File: src/rtl/alu_arbiter_ctrl.sv
// Two-requester round-robin front end for a fixed-latency ALU: grants one command,
// holds it on the ALU for ALU_LAT cycles, then presents the result until consumed.
module alu_arbiter_ctrl #(
    parameter int unsigned ALU_LAT = 4
) (
    input  logic       clk,
    input  logic       reset,
    input  logic       req0_valid,
    input  logic [3:0] req0_op,
    input  logic [7:0] req0_a,
    input  logic [7:0] req0_b,
    output logic       req0_ready,
    input  logic       req1_valid,
    input  logic [3:0] req1_op,
    input  logic [7:0] req1_a,
    input  logic [7:0] req1_b,
    output logic       req1_ready,
    output logic       rsp0_valid,
    input  logic       rsp0_ready,
    output logic       rsp1_valid,
    input  logic       rsp1_ready,
    output logic [7:0] rsp_data,
    output logic       rsp_cout,
    output logic       rsp_of,
    output logic       alu_enable,
    output logic [3:0] alu_opcode,
    output logic [7:0] alu_a,
    output logic [7:0] alu_b,
    input  logic [7:0] alu_out,
    input  logic       alu_cout,
    input  logic       alu_of,
    output logic       busy
);

    localparam logic [1:0] S_IDLE  = 2'd0;
    localparam logic [1:0] S_ISSUE = 2'd1;
    localparam logic [1:0] S_WAIT  = 2'd2;
    localparam logic [1:0] S_RESP  = 2'd3;

    logic [1:0] r_state;
    logic       r_last;
    logic       r_gnt;
    logic [3:0] r_cnt;
    logic [3:0] r_op;
    logic [7:0] r_a;
    logic [7:0] r_b;
    logic [7:0] r_data;
    logic       r_cout;
    logic       r_of;

    logic w_idle;
    logic w_any;
    logic w_gnt;
    logic w_rsp_ack;

    assign w_idle    = (r_state == S_IDLE);
    assign w_any     = req0_valid | req1_valid;
    // Under contention the requester that did not win last time goes next.
    assign w_gnt     = (req0_valid && req1_valid) ? ~r_last : req1_valid;
    assign w_rsp_ack = r_gnt ? rsp1_ready : rsp0_ready;

    // Ready is combinational, so it is gated by reset to stay low while reset is held.
    assign req0_ready = reset & w_idle & w_any & ~w_gnt;
    assign req1_ready = reset & w_idle & w_any & w_gnt;

    assign busy       = ~w_idle;
    assign alu_enable = ~w_idle;
    assign alu_opcode = r_op;
    assign alu_a      = r_a;
    assign alu_b      = r_b;

    assign rsp0_valid = (r_state == S_RESP) & ~r_gnt;
    assign rsp1_valid = (r_state == S_RESP) & r_gnt;
    assign rsp_data   = r_data;
    assign rsp_cout   = r_cout;
    assign rsp_of     = r_of;

    always_ff @(posedge clk or negedge reset) begin
        if (!reset) begin
            r_state <= S_IDLE;
            r_last  <= 1'b1;
            r_gnt   <= 1'b0;
            r_cnt   <= '0;
            r_op    <= '0;
            r_a     <= '0;
            r_b     <= '0;
            r_data  <= '0;
            r_cout  <= 1'b0;
            r_of    <= 1'b0;
        end else begin
            case (r_state)
                S_IDLE: begin
                    if (w_any) begin
                        r_gnt   <= w_gnt;
                        r_last  <= w_gnt;
                        r_op    <= w_gnt ? req1_op : req0_op;
                        r_a     <= w_gnt ? req1_a  : req0_a;
                        r_b     <= w_gnt ? req1_b  : req0_b;
                        r_state <= S_ISSUE;
                    end
                end
                S_ISSUE: begin
                    r_cnt   <= 4'(ALU_LAT - 1);
                    r_state <= S_WAIT;
                end
                S_WAIT: begin
                    if (r_cnt == 4'd0) begin
                        r_data  <= alu_out;
                        r_cout  <= alu_cout;
                        r_of    <= alu_of;
                        r_state <= S_RESP;
                    end else begin
                        r_cnt <= r_cnt - 4'd1;
                    end
                end
                S_RESP: begin
                    if (w_rsp_ack) begin
                        r_state <= S_IDLE;
                    end
                end
                default: r_state <= S_IDLE;
            endcase
        end
    end

endmodule

File: config.mk
export PLATFORM = sky130hd
export DESIGN_NAME = alu_arbiter_ctrl
export DESIGN_NICKNAME = d
export VERILOG_FILES = /design/src/rtl/alu_arbiter_ctrl.sv
export SDC_FILE = /design/constraint.sdc
export NUM_CORES = 1
export LEC_CHECK = 0
export BUFFER_PORTS_ARGS = -buffer_cell sky130_fd_sc_hd__buf_2
export CAP_MARGIN = 20
export CORE_MARGIN = 3
export CORE_UTILIZATION = 40
export DETAILED_ROUTE_END_ITERATION = 10
export GPL_TIMING_DRIVEN = 0
export PLACE_DENSITY = 0.77
export REMOVE_ABC_BUFFERS = 1
export SLEW_MARGIN = 20
export SYNTH_ARGS = -nofsm -noshare
export SYNTH_HDL_FRONTEND = slang
export SYNTH_SLANG_ARGS = --single-unit
File: constraint.sdc
create_clock -name clk -period 1.6 [get_ports clk]
set_input_delay 0.08 -clock clk [delete_from_list [all_inputs] [get_ports clk]]
set_output_delay 0.08 -clock clk [all_outputs]
set_load 0.01 [all_outputs]
* Word-level counts from Yosys, hierarchy flattened
Cells that the tools add are included.
Operators by class: multiplexer cells 11, reductions and logical operators 8, equal/unequal tests 7, bitwise operators 11, divide/modulo/power cells 0, $add $sub $neg 1, $lt $le $gt $ge 0, multipliers 0, shifts and indexed selects 0
Operators with widths (number):
- 8-bit 2-to-1 mux | 2
- 4-bit 2-to-1 mux | 2
- 2-bit one-hot mux with 4 select lines | 1
- 4-bit one-hot mux with 2 select lines | 1
- 1-bit bitwise AND | 6
- 2-bit 2-to-1 mux | 3
- 2-bit != test, second input constant | 3
- 2-bit AND reduction | 3
- 2-bit equality test, second input constant | 2
- 4-bit zero test | 1
- 1-bit NOT | 4
- 4-bit by 1-bit subtractor with 4-bit output, second input constant | 1
- 3-bit AND reduction | 1
- 2-bit by 1-bit equality test with 1-bit output, second input constant | 1
- 2-bit zero test | 1
- 1-bit 2-to-1 mux | 2
- 2-bit by 1-bit != test with 1-bit output, second input constant | 1
- 2-bit nonzero test | 1
- 1-bit logical AND | 1
- 1-bit OR | 1
Storage, ports and cells: bits in read-only memories 0, word-level logic and storage cells 48, bits in registers 38, input port bits 56, output and inout bits 36, latch bits 0, memory bits (writable) 0, memories kept 0

* Depth between registers and ports, before layout
depth in word-level cells 4, mapped depth 7, gate-level depth less buffers 5

* Worst setup path after synthesis
No wires, ideal clock.
path kind reg-to-reg, from register r_cnt[0], to register r_state[1], required time 1.472 ns, period minus slack after synthesis 1.707 ns, stages on the path, launching flop included 6, data arrival time 1.579 ns, setup slack -0.107 ns, path buffers 0, setup time 0.128 ns, cells stage by stage dfrtp_1 -> inv_1 -> ha_1 -> or3b_1 -> a221oi_2 -> mux2_1
On the way: cells in the longest elaborated chain, start to end 3
Ends and longest elaborated chain:
- start: declaration | RTL line 43 | logic [3:0] r_cnt;
- start signal: assignment | RTL line 103 | r_cnt <= 4'(ALU_LAT - 1);
- start signal: assignment | RTL line 113 | r_cnt <= r_cnt - 4'd1;
- 4-bit zero test | RTL line 107 | if (r_cnt == 4'd0) begin
- 2-bit != test (no line)
- 3-bit AND reduction (no line)
- end signal: assignment | RTL line 104 | r_state <= S_WAIT;
- end signal: assignment | RTL line 111 | r_state <= S_RESP;
- end signal: assignment | RTL line 118 | r_state <= S_IDLE;
- end: declaration | RTL line 40 | logic [1:0] r_state;
Every way passes these cells. A chain may end at the register's enable or synchronous reset.

* Worst setup path after layout
from register r_cnt[1], to register r_state[1]
The elaborated chain is that of the path after synthesis.

==> out/metrics.yaml <==
run_status:
  run_status: "finished, violations left"
  violations: "negative hold slack, negative setup slack"
floorplan:
  total_die_area_um2: 5360
  die-height_um: 73.2
  initial_core_util_pct: 43.3
  ios: 92
  dieWidth_um: 73.2
  placeableCoreArea_um2: 4170
  core.rowCount: 23
setup_path:
  worstSetupStartpointType: "register"
  cp_data_arrival_time_ns: 1.87
  critPathKind: "reg -> reg"
  critical_path.max_fanout: 2
  worstPathRequired_ns: 1.78
  critical_path.slowest_cell: "dfrtp_1"
  cell_by_cell_trace_of_the_critical_path: "inv_2 > ha_4 > or3b_4 > a221oi_4 > mux2_4"
  critical_path_buf_inv_count: 1
  slowest_delay_ns: 0.41
  crit_path_end_kind: "register"
  path_delay_family: "flip-flops"
yosys:
  post_synthesis_cell_area_um2: 1810
  synth.avg_cell_area_um2: 11.4
  yosysWarnings: 0
  synth_seq_cells: 38
  synth-seq-area-share_pct: 52.7
  synthXorXnorAreaFrac_pct: 0
  synth_area_leader_cell: "dfrtp_1"
  synth_top_family_by_area: "multiplexers"
  distinct_cell_type_count_after_synthesis: 32
  synthMuxAreaShare_pct: 19.0
  synth_cells: 159
  synth_top_area_share_pct: 51.2
  synth_fa_ha_area_share_pct: 3.46
  post_synth_and_or_nand_nor_area_fraction_pct: 9.76
  synth-compound-area-share_pct: 11.4
  synth.area.top_cells: "dfrtp_1 (51%), mux2i_1 (12%), mux2_2 (6.2%)"
detailed_routing:
  detail_route.iter0.violations: 47
  ant_nets: 0
  route.vias.total: 1588
  overall_routed_net_length_mm: 4.44
  detail_route.first_pass.iterations: 4
  detail_route.vias_per_cell: 4.98
  route.detailed.drc: 0
  wl_per_cell_um: 13.9
global_route:
  grtUsageMet1_pct: 18.9
  grt_pass1_vias: 1434
  grt_util_met3_pct: 4.82
  wire_length_of_the_first_global_routing_pass_mm: 6.47
  use_met2_pct: 27.0
  antenna_found_initial: 0
  grt_max_degree: 41
  grt_overflow_total: 0
  grt_busiest_layer: "met2"
  grt.total_usage_pct: 15.6
clock_network:
  cts_num_sinks: 38
  clock_tree_from_tritoncts: "built"
  cts.reportedPaths.clkPinSlew_ns: 0.08
  clock_path_buffers: 2
  ctsRootBufferMaster: "clkbuf_8"
  cts_buffers: 5
  clk-insertion-delay-late_ns: 0.29
  cts.htree.levels: 2
sta:
  timing.final.crit_period_ns: 1.70
  max_clock_freq_mhz: 590
  final.setup_skew_ns: 0.00809
  fin_setup_tns_ns: -0.212
  report.final.setup_viol: 8
  slew_viol_final: 0
  hold_violations: 37
  period_share_pct: 106
  worst-slew-pin-transition_ns: 0.875
  rsz0062_at_grt: "yes"
  maxSlewHeadroom_pct: 41.6
  final_hold_slack_ns: -0.0975
  setup_slack_ns: -0.0961
cells_and_area:
  final_common_cell: "buf_2"
  num_antenna_cells: 0
  finish.instance_area_um2: 2710
  layout.cells.non_filler: 319
  most_frequent_cells_in_the_layout: "buf_2 (91), dfrtp_1 (36), mux2i_1 (22), nand2_1 (22), o21ai_1 (18)"
  postLayoutCoreUtil_pct: 65.0
  fin_nets: 329
  syn_to_layout_area_delta_pct: 50.0
  post_route_cells_drive_above_1_share_pct: 54.6
pwr:
  pwr-share-clk_pct: 18.9
  seqPwrFrac_pct: 32.3
  switching_share_pct: 34.7
  cellInternalPower_mw: 3.46
  power_switching_mw: 1.83
  combinationalPowerShare_pct: 48.8
  power_density_nw_per_um2: 1950
  worst_ir_drop_vdd_mv: 1.11
  totalPowerFinal_mw: 5.29
  power.static_leakage_nw: 1.39
placed_design:
  gpl.final_weighted_congestion: 0.723
  dp.cells: 293
  dpl_cell_area_um2: 2350
  detailedPlacementHpwl_mm: 2.93
  io_buffer_count: 91
  placement.setup.worst_slack_ns: -0.218
worst_hold_path:
  min_path_type: "in -> async"
job:
  max_cap_violations: 0
-- power by group through the flow --
stage	registers [mW]	logic [mW]	clock network, mW
after global routing	1.77	2.84	1.06
after floorplan	1.88	1.02	0
final	1.71	2.58	1.00
after global placement	1.70	1.87	0
after detailed placement	1.72	2.04	0
after CTS	1.71	2.29	1.02
-- per-layer routing --
layer  wire length, um  vias up
li1                  -      775
met2              2260       63
met4                48        0
met5                 0        -
met1              1790      743
met3               339        7
-- worst register-to-register path, stage by stage (launching register included) --
cell and delay (ns):
dfrtp_1 0.41, inv_2 0.08, ha_4 0.12, or3b_4 0.39, a221oi_4 0.27, mux2_4 0.32
-- area by class of cell --
class                           instances  area (um^2)
Fill cell                             341         1460
Sequential cell                        38          953
Multi-Input combinational cell        108          895
Timing Repair Buffer                  110          639
Clock buffer                            6         82.6
Tap cell                               50         62.6
Clock inverter                          2         60.1
Inverter                                5         18.8
-- cell usage after synthesis (all sizes together) --
master	number
dfrtp	37
o21ai	24
mux2i	22
nand2	22
mux2	11
buf	5
ha	5
inv	5
clkbuf	4
nor3b	3
a21boi	2
a22o	2
and2	2
nor2	2
a21o	1
a21oi	1
a221oi	1
a2bb2oi	1
a31oi	1
and3	1
and4bb	1
dfstp	1
nor2b	1
nor4	1
o31ai	1
or3	1
or3b	1
-- flip-flops by register name (all words and copies together), names as in the netlist --
signal	flops
r_last	1
rsp_of	1
rsp_cout	1
alu_b	8
alu_opcode	4
alu_a	8
r_cnt	4
r_state	2
r_gnt	1
rsp_data	8
-- cells by family (layout without fill, tap and decap cells) --
group / after synthesis / count (layout)
AOI/OAI and AO/OA: 34 / 34
adders and majority gates: 5 / 5
buffers and inverters: 14 / 123
DFF: 38 / 38
muxes: 33 / 33
and+or+nand+nor: 35 / 36
-- worst paths after layout --
path	from	end	slack, ns	cells past startpoint
setup / recovery	r_cnt[1]	r_state[1]	-0.1	5
hold / removal	reset	r_state[0]	-0.1	1
setup reg to reg	r_cnt[1]	r_state[1]	-0.1	5
hold reg to reg	alu_a[2]	alu_a[2]	0.48	2
max in group asynchronous	reset	r_state[1]	1.11	1
min in group clk	alu_out[6]	rsp_data[6]	0.02	2
-- repair_timing --
action	4_1_cts	5_1_grt
gates resized for setup	12	8
pin swaps	4	4
gates cloned	1	1
buffers inserted	5	11
endpoints found under the hold margin	37	37
setup endpoints to repair	15	7
Note: power is estimated with default switching activity, not from simulation.
